**src/rtl/fetch_pkg.sv**
```systemverilog
// rtl/fetch_pkg.sv - shared halfword width, output record and length decode for the fetch stage
package fetch_pkg;

  localparam int HW_W = 16;

  typedef struct packed {
    logic [31:0] instr;
    logic [31:0] pc;
    logic        is_c;
  } fetch_out_t;

  function automatic logic is_compressed(input logic [HW_W-1:0] hw);
    return hw[1:0] != 2'b11;
  endfunction

endpackage

```
**src/rtl/fetch_aligner_hw_queue.sv**
```systemverilog
// rtl/fetch_aligner_hw_queue.sv - circular halfword FIFO, up to two pushes and two pops per cycle
module hw_queue import fetch_pkg::*; #(
  parameter  int DEPTH = 4,
  localparam int PW    = $clog2(DEPTH),
  localparam int CW    = $clog2(DEPTH + 1)
) (
  input  logic            clk_i,
  input  logic            rst_i,
  input  logic            flush_i,
  input  logic [1:0]      push_i,
  input  logic [HW_W-1:0] push_data0_i,
  input  logic [HW_W-1:0] push_data1_i,
  input  logic [1:0]      pop_i,
  output logic [HW_W-1:0] head0_o,
  output logic [HW_W-1:0] head1_o,
  output logic [CW-1:0]   count_o
);

  logic [HW_W-1:0] mem_q [DEPTH];
  logic [PW-1:0]   rd_q, rd_d, wr_q, wr_d;
  logic [CW-1:0]   cnt_q, cnt_d;

  // Depth need not be a power of two, so pointers wrap explicitly.
  function automatic logic [PW-1:0] adv(input logic [PW-1:0] p, input logic [1:0] n);
    logic [PW:0] s;
    s = {1'b0, p} + {{(PW - 1){1'b0}}, n};
    if (s >= (PW + 1)'(DEPTH)) s = s - (PW + 1)'(DEPTH);
    return s[PW-1:0];
  endfunction

  always_comb begin
    rd_d  = adv(rd_q, pop_i);
    wr_d  = adv(wr_q, push_i);
    cnt_d = cnt_q + CW'(push_i) - CW'(pop_i);
    if (flush_i) begin
      rd_d  = '0;
      wr_d  = '0;
      cnt_d = '0;
    end
  end

  always_ff @(posedge clk_i or posedge rst_i) begin
    if (rst_i) begin
      rd_q  <= '0;
      wr_q  <= '0;
      cnt_q <= '0;
    end else begin
      rd_q  <= rd_d;
      wr_q  <= wr_d;
      cnt_q <= cnt_d;
    end
  end

  always_ff @(posedge clk_i) begin
    if (!flush_i) begin
      if (push_i != 2'd0) mem_q[wr_q] <= push_data0_i;
      if (push_i == 2'd2) mem_q[adv(wr_q, 2'd1)] <= push_data1_i;
    end
  end

  assign head0_o = mem_q[rd_q];
  assign head1_o = mem_q[adv(rd_q, 2'd1)];
  assign count_o = cnt_q;

endmodule

```
**src/rtl/fetch_aligner.sv**
```systemverilog
// rtl/fetch_aligner.sv - ROM fetch, halfword realignment and redirect handling
// FETCH_RVC_EN enables 16-bit compressed instructions; otherwise every instruction is 32-bit.
module fetch_aligner import fetch_pkg::*; #(
  parameter logic [31:0] RESET_PC = 32'h0000_0000,
  parameter int          QUEUE_HW = 4
) (
  input  logic        Clk,
  input  logic        Reset,
  output logic [31:0] FetchAddr,
  output logic        FetchEn,
  input  logic [31:0] FetchData,
  output logic        InstrValid,
  input  logic        InstrReady,
  output logic [31:0] Instr,
  output logic [31:0] InstrPc,
  output logic        InstrIsC,
  input  logic        RedirectValid,
  input  logic [31:0] RedirectPc
);

  localparam int CW = $clog2(QUEUE_HW + 1);

`ifdef FETCH_RVC_EN
  localparam logic [31:0] PC_MASK    = 32'hFFFF_FFFE;
  localparam logic        RESET_SKIP = RESET_PC[1];
`else
  localparam logic [31:0] PC_MASK    = 32'hFFFF_FFFC;
  localparam logic        RESET_SKIP = 1'b0;
`endif

  logic [31:0]     word_pc_q, word_pc_d, head_pc_q, head_pc_d;
  logic            skip_q, skip_d;
  logic [HW_W-1:0] head0, head1;
  logic [CW-1:0]   count, free;
  logic            head_is_c, redir_skip, instr_valid, handshake;
  logic [1:0]      need, fetch_need, push_num, pop_num;
  fetch_out_t      out_s;

`ifdef FETCH_RVC_EN
  assign head_is_c  = is_compressed(head0);
  assign redir_skip = RedirectPc[1];
`else
  assign head_is_c  = 1'b0;
  assign redir_skip = 1'b0;
`endif

  assign need        = head_is_c ? 2'd1 : 2'd2;
  assign instr_valid = count >= CW'(need);
  assign handshake   = instr_valid & InstrReady & ~RedirectValid;

  // Gate on the current count only, so a same-cycle pop never makes room early.
  assign free       = CW'(QUEUE_HW) - count;
  assign fetch_need = skip_q ? 2'd1 : 2'd2;
  assign FetchEn    = (free >= CW'(fetch_need)) & ~RedirectValid;
  assign FetchAddr  = word_pc_q;
  assign push_num   = FetchEn ? fetch_need : 2'd0;
  assign pop_num    = handshake ? need : 2'd0;

  hw_queue #(.DEPTH(QUEUE_HW)) u_queue (
    .clk_i        (Clk),
    .rst_i        (Reset),
    .flush_i      (RedirectValid),
    .push_i       (push_num),
    .push_data0_i (skip_q ? FetchData[31:16] : FetchData[15:0]),
    .push_data1_i (FetchData[31:16]),
    .pop_i        (pop_num),
    .head0_o      (head0),
    .head1_o      (head1),
    .count_o      (count)
  );

  always_comb begin
    out_s.pc    = head_pc_q;
    out_s.is_c  = instr_valid & head_is_c;
    out_s.instr = 32'h0;
    if (instr_valid) out_s.instr = head_is_c ? {16'h0, head0} : {head1, head0};
  end

  assign InstrValid = instr_valid;
  assign Instr      = out_s.instr;
  assign InstrPc    = out_s.pc;
  assign InstrIsC   = out_s.is_c;

  always_comb begin
    word_pc_d = word_pc_q;
    head_pc_d = head_pc_q;
    skip_d    = skip_q;
    if (RedirectValid) begin
      word_pc_d = RedirectPc & 32'hFFFF_FFFC;
      head_pc_d = RedirectPc & PC_MASK;
      skip_d    = redir_skip;
    end else begin
      if (FetchEn) begin
        word_pc_d = word_pc_q + 32'd4;
        skip_d    = 1'b0;
      end
      if (handshake) head_pc_d = head_pc_q + {29'b0, need, 1'b0};
    end
  end

  always_ff @(posedge Clk or posedge Reset) begin
    if (Reset) begin
      word_pc_q <= RESET_PC & 32'hFFFF_FFFC;
      head_pc_q <= RESET_PC & PC_MASK;
      skip_q    <= RESET_SKIP;
    end else begin
      word_pc_q <= word_pc_d;
      head_pc_q <= head_pc_d;
      skip_q    <= skip_d;
    end
  end

endmodule

```
**config.mk**
```make
export PLATFORM = sky130hd
export DESIGN_NAME = fetch_aligner
export DESIGN_NICKNAME = d
export VERILOG_FILES = /design/src/rtl/fetch_pkg.sv /design/src/rtl/fetch_aligner_hw_queue.sv /design/src/rtl/fetch_aligner.sv
export SDC_FILE = /design/constraint.sdc
export NUM_CORES = 1
export LEC_CHECK = 0
export ABC_AREA = 0
export CORE_UTILIZATION = 41
export CTS_CLUSTER_SIZE = 8
export DETAILED_ROUTE_END_ITERATION = 7
export PLACE_DENSITY_LB_ADDON = 0.2
export SYNTH_ARGS = -nofsm -noshare
export SYNTH_HDL_FRONTEND = slang
export SYNTH_HIERARCHICAL = 1
export SYNTH_SLANG_ARGS = --single-unit
```
**constraint.sdc**
```tcl
create_clock -name Clk -period 4.07 [get_ports Clk]
set_input_delay 0.407 -clock Clk [delete_from_list [all_inputs] [get_ports Clk]]
set_output_delay 0.407 -clock Clk [all_outputs]
set_load 0.005 [all_outputs]
```
==> impl_metrics.csv, run 1 <==
group,metric,value,unit
placement,globalplace.congestion,0.799,
critical_path,cp_common_cell,"nor2_1",
detailed_routing,first_pass_iters,5,
clock_tree,ctsHtreeMaxLevel,4,
finish,utilization,54.8,%
detailed_routing,vias_per_cell,5.72,
logic_synthesis,synth_area,7970,sq um
finish,fillers,1652,
clock_tree,clkTransAtPathRegs,0.06,ns
critical_path,crit_arrival,3.29,ns
power,vdd_drop_max,0.000410,V
clock_tree,cts_resized,0,
clock_tree,cts_root_buf,"clkbuf_16",
logic_synthesis,synth_edf_count,64,
sta,maxSlewViolCount,0,
clock_tree,clkLatencyLatePin,0.42,ns
detailed_routing,wl_met3,1.25,mm
sta,finalCritPeriodShare,80.2,%
sta,finalSetupViolations,0,
finish,mostFrequentLayoutCells,"clkdlybuf4s50_1, mux2_2, dfrtp_1",
sta,fin_crit,3.26,ns
power,p_per_area,480,nW/um^2
global_routing,grt_pass1_vias,6478,
global_routing,track_usage,22.3,%
clock_tree,numCtsBuffers,17,
detailed_routing,top_layer_used,"met4",
placement,io_buffers,159,
finish,drive_gt1_share,18.9,%
clock_tree,clockBufferDepth,2,
critical_path,timing.critical_path.buf_inv,1,
sta,tightest_slew,1.25,ns
detailed_routing,wl,21.7,mm
floorplan,dieArea,20000,sq um
finish,antenna_cells,0,
critical_path,path_cells,"inv_1 -> ha_1 -> or2_2 -> nor2_1 -> nor2_1 -> nand4b_1 -> a21oi_2",
logic_synthesis,async_flop_share,51.1,%
sta,fmax,307,MHz
detailed_routing,ant_nets,0,
floorplan,die_width,141,um
sta,clock_skew,0.00743,ns
floorplan,core-area,18900,sq um
detailed_routing,drcViolationCount,0,
logic_synthesis,synth-seq-cells,131,
global_routing,grt_pass1_wl,34.2,mm
clock_tree,cts_tree,"yes",
finish,layout_commonest_cell,"clkdlybuf4s50_1",
critical_path,crit_slowest_cell,"a21oi_2",
sta,hold_viol_final,0,
detailed_routing,wl_met2,10.4,mm
detailed_routing,wl_per_cell,19.6,um
run,max_cap_viol_count,0,
clock_tree,cts_setup_buffers,0,
outcome,status,"finished clean",
critical_path,cp_max_fo,16,
logic_synthesis,yosysSeqAreaShare,45.1,%
logic_synthesis,synth_cells,683,
finish,areaGrowthSynthToFinish,29.9,%
critical_path,start_kind,"flop",
sta,timing.setup.tns,0,ns
floorplan,die_h,141,um
logic_synthesis,synthDistinctLibCells,65,
floorplan,pin_count,167,
floorplan,std_cell_rows,50,
power,p_leak,3.68,nW
placement,dp_hpwl,15.1,mm
critical_path,cp_slowest_stage_delay,1.01,ns
global_routing,antenna_found_initial,0,
sta,whs,0.315,ns
global_routing,grt_overflow,0,
critical_path,cp_top_family,"simple AND/OR/NAND/NOR gates",
finish,final_nets,915,
sta,relSlewSlack,16.5,%
logic_synthesis,yosys_warnings,6,
clock_tree,hold_buffers,0,
detailed_routing,vias,6346,
floorplan,start_util,42.2,%
logic_synthesis,ys.flop_type,"dfrtp_1",
critical_path,critical_path_class,"reg2reg",
detailed_routing,wl_met1,9.71,mm
min_path,hp-class,"in2async",
global_routing,grt_max_degree,50,
detailed_routing,drtIter0Drc,365,
sta,rsz0062_at_grt,"false",
critical_path,endpoint_kind,"flop",
clock_tree,clock-sinks,131,
critical_path,required,4.10,ns
logic_synthesis,synth.avg_cell_area,11.7,sq um
[flip-flops by register name, indices dropped and copies added (netlist names)]
name and flops:
FetchAddr 30, u_queue/rd_q 2, u_queue/mem_q 64, u_queue/wr_q 2, u_queue/count_o 3, InstrPc 30
[synthesized netlist by cell type, drive strengths merged (8+ instances only)]
cell,number,area share (%)
xor2,10,1.1
and2,40,3.1
inv,17,0.80
nand2,25,1.2
clkbuf,27,1.4
mux4,32,9.0
a211oi,11,1.0
and3,10,0.80
xnor2,14,1.5
a21oi,11,0.69
nand4,18,1.4
nor4,8,0.63
o21ai,24,1.5
mux2,75,11
buf,23,1.8
ha,8,1.3
o31ai,11,1.0
nor2,38,1.8
and4,13,1.4
a31oi,23,1.8
nand3,20,1.3
o311a,8,1.0
edfxtp,64,24
or4,12,1.2
dfrtp,67,21
or3,14,1.1
[report_power, final]
group          switching [mW]  leakage (nW)  internal (mW)
clock                   0.559         0.263          0.895
sequential              0.215          1.37           1.60
combinational           0.751          2.04          0.946
[logic make-up after synthesis]
logic type | after synthesis | synth area share (%)
AND/OR/NAND/NOR | 225 | 16.3
other | 1 | 0.0471
flip-flops | 131 | 45.1
XOR/XNOR | 24 | 2.64
multiplexers | 109 | 19.9
adder cells (fa/ha/maj) | 10 | 1.76
buffers and inverters | 67 | 4.05
AO/OA/AOI/OAI | 116 | 10.1
[layer usage]
| metal | vias up | track usage [%] |
|---|---|---|
| met5 | - | 0 |
| met4 | 0 | 6.79 |
| met3 | 25 | 5.43 |
| met2 | 193 | 36.2 |
| met1 | 3197 | 29.5 |
| li1 | 2931 | - |
[path summary, 6_finish.rpt]
| path | start | to | slack (ns) | cells after the start |
|---|---|---|---|---|
| worst max-delay path | u_queue/count_o[1] | u_queue/mem_q[0][6] | 0.81 | 7 |
| worst min-delay path | Reset | u_queue/rd_q[0] | 0.31 | 2 |
| worst max register to register | u_queue/count_o[1] | u_queue/mem_q[0][6] | 0.81 | 7 |
| worst min register to register | InstrPc[31] | InstrPc[31] | 0.61 | 1 |
| max in group asynchronous | Reset | InstrPc[4] | 2.71 | 3 |
| min in group Clk | RedirectValid | u_queue/count_o[1] | 0.40 | 2 |
[area by class of cell]
| class | instances | area [sq um] | share of cell area [%] |
|---|---|---|---|
| clock inverter | 10 | 110 | 1.06 |
| tap | 260 | 325 | 3.14 |
| inverter | 17 | 63.8 | 0.617 |
| multi-input combinational | 500 | 4140 | 40.0 |
| sequential | 131 | 3600 | 34.8 |
| timing repair buffer | 170 | 1670 | 16.1 |
| clock buffer | 22 | 444 | 4.29 |
[stage by stage]
| step | area [sq um] | std cells | setup slack [ns] | total power [mW] |
|---|---|---|---|---|
| detailed placement | 9800 | 1078 | 0.830 | 3.53 |
| CTS | 10300 | 1110 | 0.814 | 5.00 |
| global route | 10300 | 1110 | 0.617 | 5.23 |
| global placement | 9800 | 1078 | 0.906 | 3.48 |
| floorplan | 8030 | 698 | 0.573 | 2.73 |
| finish | 10300 | 1110 | 0.808 | 4.96 |
(Power assumes the default switching activity.)
==> run 2, diff against run 1 <==
clock period = 2.8 ns   (was 4.07 ns; I/O delays follow)
==> impl_metrics.csv, run 2 (synthesis gave the netlist of run 1 again) <==
group,metric,value,unit
outcome,status,"finished clean",
clock_tree,clockBufferDepth,2,
finish,largest_reg_flops,64,
clock_tree,cts_root_buf,"clkbuf_16",
critical_path,critical_path_class,"reg2reg",
power,p_leak,3.79,nW
detailed_routing,wl,21.8,mm
sta,clock_skew,0.00938,ns
power,vdd_drop_max,0.000487,V
clock_tree,clkTransAtPathRegs,0.06,ns
sta,fin_ws,0.187,ns
run,max_cap_viol_count,0,
floorplan,core-area,18900,sq um
global_routing,grt_overflow,0,
placement,io_buffers,159,
clock_tree,cts_setup_buffers,0,
sta,timing.setup.tns,0,ns
global_routing,grt_max_degree,50,
clock_tree,ctsHtreeMaxLevel,4,
global_routing,antenna_found_initial,1,
sta,rsz0062_at_grt,"false",
min_path,hp-class,"in2async",
sta,fmax,383,MHz
floorplan,start_util,42.2,%
finish,areaGrowthSynthToFinish,33.1,%
finish,antenna_cells,0,
finish,final_nets,928,
sta,tightest_slew,0.703,ns
clock_tree,cts_tree,"yes",
clock_tree,clock-sinks,131,
floorplan,die_h,141,um
sta,fin_crit,2.61,ns
sta,hold_viol_final,0,
critical_path,cp_max_fo,9,
placement,pre_cts_slack,0.0875,ns
global_routing,track_usage,22.4,%
placement,globalplace.congestion,0.839,
clock_tree,cts_resized,0,
global_routing,grt_pass1_wl,34.3,mm
detailed_routing,ant_nets,0,
critical_path,crit_slowest_cell,"fa_1",
clock_tree,numCtsBuffers,17,
critical_path,endpoint_kind,"flop",
floorplan,pin_count,167,
detailed_routing,vias_per_cell,5.73,
floorplan,dieArea,20000,sq um
finish,regMostFlops,"u_queue/mem_q",
finish,layout_commonest_cell,"clkdlybuf4s50_1",
detailed_routing,drcViolationCount,0,
sta,relSlewSlack,53.1,%
clock_tree,hold_buffers,0,
global_routing,grt_pass1_vias,6371,
finish,mostFrequentLayoutCells,"clkdlybuf4s50_1, mux2_2, dfrtp_1",
critical_path,required,3.10,ns
detailed_routing,vias,6436,
detailed_routing,wl_per_cell,19.4,um
detailed_routing,drtIter0Drc,428,
sta,finalCritPeriodShare,93.3,%
critical_path,start_kind,"flop",
sta,maxSlewViolCount,0,
critical_path,crit_arrival,2.92,ns
clock_tree,clkLatencyLatePin,0.43,ns
floorplan,std_cell_rows,50,
sta,whs,0.150,ns
critical_path,path_cells,"buf_4 -> ha_1 -> or2_2 -> nor2_4 -> nor2_1 -> buf_4 -> inv_1 -> fa_1 -> fa_2 -> xnor2_1 -> nor2_1",
placement,dp_hpwl,15.2,mm
critical_path,cp_slowest_stage_delay,0.43,ns
power,p_per_area,703,nW/um^2
floorplan,die_width,141,um
sta,finalSetupViolations,0,
power,p_total,7.46,mW
finish,drive_gt1_share,21.1,%
detailed_routing,first_pass_iters,7,
[run 2: cell count changes in the layout (fill, tap and decap cells not counted), moves of 3 or more]
cell	before	now
clkbuf_1	5	0
buf_4	11	16
buf_12	0	8
inv_6	0	3
[run 2: report_power, final]
group	switching (mW)	leakage [nW]	internal [mW]
Sequential	0.285	1.37	2.32
Clock	0.894	0.278	1.32
Combinational	1.17	2.14	1.48
Total	2.35	3.79	5.11
[run 2: area by class of cell]
class	count	area (sq um)
fill	1608	8280
multi-input combinational	500	4170
sequential	131	3600
timing repair buffer	183	1870
clock buffer	17	425
tap	260	325
clock inverter	15	158
inverter	17	63.8
[run 2: per-layer routing]
layer	track usage [%]	share of wire (%)	wire, um	vias up
met5	0	0.055	12	-
met4	6.45	1.3	286	2
met3	5.16	6.6	1430	31
met2	39.6	51	11000	265
met1	27.2	42	9060	3177
li1	-	-	-	2961
[run 2: worst paths after layout]
check	start	end	slack (ns)	cells past startpoint
min in group Clk	RedirectValid	u_queue/rd_q[1]	0.17	2
max in group asynchronous	Reset	FetchAddr[7]	1.83	3
setup reg to reg	u_queue/count_o[1]	u_queue/count_o[2]	0.19	11
hold / removal	Reset	u_queue/wr_q[0]	0.15	2
setup / recovery	u_queue/count_o[1]	u_queue/count_o[2]	0.19	11
hold reg to reg	InstrPc[31]	InstrPc[31]	0.61	1
[run 2: critical path, delay by kind of cell (launching register included)]
family | cells | cell delay [ns]
fa+ha+maj | 3 | 1.02
flops | 1 | 0.38
simple gates | 4 | 0.53
xor+xnor | 1 | 0.16
buf+inv | 3 | 0.40
[run 2: metrics by stage]
stage | std cells | utilization (%) | area, sq um
2_1_floorplan | 698 | - | 8070
3_3_place_gp | 1091 | 52.9 | 10000
3_5_place_dp | 1091 | 52.9 | 10000
4_1_cts | 1123 | 56.0 | 10600
5_1_grt | 1123 | 56.2 | 10600
6_report | 1123 | 56.2 | 10600
==> run 3, diff against run 2 <==
CORE_UTILIZATION = 47   (was 41)
TNS_END_PERCENT = 20   (was not set)
==> impl_metrics.csv, run 3 (synthesis gave the netlist of run 1 again) <==
group,metric,value,unit
global_routing,track_usage,25.2,%
critical_path,crit_arrival,2.38,ns
sta,clock_skew,0.00678,ns
floorplan,die_h,132,um
finish,largest_reg_flops,64,
critical_path,required,2.52,ns
critical_path,worstReg2RegEnd,"u_queue/mem_q[2][13]",
sta,finalCritPeriodShare,94.9,%
global_routing,grt_pass1_wl,34.3,mm
floorplan,dieArea,17500,sq um
critical_path,cp_max_fo,27,
sta,rsz0062_at_grt,"false",
sta,relSlewSlack,21.3,%
placement,dp_hpwl,14.8,mm
finish,fin_area,10600,sq um
floorplan,start_util,48.1,%
power,seqPwrFrac,34.6,%
critical_path,crit_end,"Instr[30]",
sta,finalSetupViolations,0,
detailed_routing,first_pass_iters,5,
clock_tree,clock-sinks,131,
sta,maxSlewViolCount,0,
detailed_routing,wl_met3,1.47,mm
placement,dp_cells,1051,
critical_path,critical_path_class,"reg2out",
clock_tree,cts_root_buf,"clkbuf_16",
finish,layout_commonest_cell,"clkdlybuf4s50_1",
sta,hold_viol_final,0,
finish,final_cells,1084,
floorplan,die_width,132,um
clock_tree,clkTransAtPathRegs,0.06,ns
critical_path,critPathLaunch,"u_queue/rd_q[1]",
power,p_sw,2.29,mW
detailed_routing,drcViolationCount,0,
floorplan,pin_count,167,
sta,whs,0.173,ns
detailed_routing,ant_nets,0,
clock_tree,ctsHtreeMaxLevel,4,
global_routing,grt_max_degree,43,
placement,io_buffers,159,
detailed_routing,wl_met2,10.6,mm
finish,drive_gt1_share,21.4,%
finish,mostFrequentLayoutCells,"clkdlybuf4s50_1, mux2_2, dfrtp_1",
floorplan,core-area,16600,sq um
power,p_leak,3.81,nW
global_routing,grt_overflow,0,
global_routing,grt_pass1_vias,6529,
clock_tree,clockBufferDepth,2,
min_path,hp-class,"in2async",
floorplan,std_cell_rows,47,
power,p_per_area,715,nW/um^2
detailed_routing,vias_per_cell,5.96,
power,combPwrFrac,34.5,%
critical_path,endpoint_kind,"primary output",
placement,post_dp_cell_area,9930,sq um
finish,utilization,63.8,%
finish,final_nets,929,
detailed_routing,wl,21.2,mm
power,p_sw_share,30.3,%
critical_path,r2r_cells,7,
finish,antenna_cells,0,
clock_tree,clkLatencyLatePin,0.42,ns
run,max_cap_viol_count,0,
detailed_routing,vias,6462,
outcome,status,"finished clean",
power,vdd_drop_max,0.000457,V
clock_tree,cts_tree,"yes",
detailed_routing,drtIter0Drc,475,
sta,tightest_slew,1.18,ns
global_routing,antenna_found_initial,0,
finish,regMostFlops,"u_queue/mem_q",
power,pwr-share-clk,30.8,%
critical_path,rrSetupSlack,0.20,ns
placement,globalplace.congestion,0.910,
power,intPower,5.28,mW
sta,fin_crit,2.66,ns
finish,areaGrowthSynthToFinish,32.8,%
critical_path,r2r-start,"u_queue/count_o[0]",
detailed_routing,wl_met1,8.72,mm
sta,fmax,376,MHz
critical_path,start_kind,"flop",
detailed_routing,top_layer_used,"met4",
clock_tree,numCtsBuffers,17,
detailed_routing,wl_per_cell,19.6,um
run 3: worst min-delay path by stage:
| stage | startpoint | end | slack (ns) | cells past startpoint |
|---|---|---|---|---|
| 6_report | Reset | u_queue/wr_q[1] | 0.17 | 2 |
| 5_1_grt | Reset | u_queue/wr_q[1] | 0.21 | 2 |
| 4_1_cts | Reset | u_queue/wr_q[1] | 0.19 | 2 |
| 3_5_place_dp | InstrPc[31] | InstrPc[31] | 0.60 | 1 |
| 3_3_place_gp | InstrPc[31] | InstrPc[31] | 0.57 | 1 |
| 2_1_floorplan | Reset | u_queue/count_o[0] | 0.08 | 1 |
run 3: power groups by stage:
stage	Sequential [mW]	Combinational, mW	Clock, mW
after floorplan	2.55	1.47	0
after global placement	2.62	2.54	0
after detailed placement	2.64	2.60	0
after CTS	2.61	2.62	2.37
after global routing	2.66	2.84	2.44
final	2.62	2.61	2.33
run 3: final cells by class:
cell class,count,area [sq um]
Multi-Input combinational cell,500,4160
Tap cell,220,275
Fill cell,1335,6000
Timing Repair Buffer,184,1850
Inverter,17,63.8
Sequential cell,131,3600
Clock inverter,10,116
Clock buffer,22,517
run 3: per-layer routing:
metal / global-route usage, % / vias to the layer above
met5: 0 / -
met4: 9.83 / 0
met3: 5.69 / 42
met2: 42.2 / 279
met1: 31.7 / 3185
li1: - / 2956
run 3: critical path, cell delays in order (launching register included):
cell             delay [ns]
dfrtp_2                0.52
buf_12                 0.28
mux4_2                 0.53
and2_1                 0.18
clkdlybuf4s50_1        0.44
run 3: metrics by stage:
stage / power (mW) / setup slack, ns / TNS [ns]
CTS: 7.60 / 0.0973 / 0
finish: 7.57 / 0.143 / 0
detailed placement: 5.24 / -0.0747 / -0.995
global route: 7.94 / 0.00183 / 0
floorplan: 4.02 / 0.0129 / 0
global placement: 5.15 / 0.0237 / 0
run 3: what timing repair did:
action	CTS	global route
endpoints found under the setup margin	16	37
resized for setup	2	1
buffers inserted	0	1
hold buffers	0	0
gates cloned	0	0
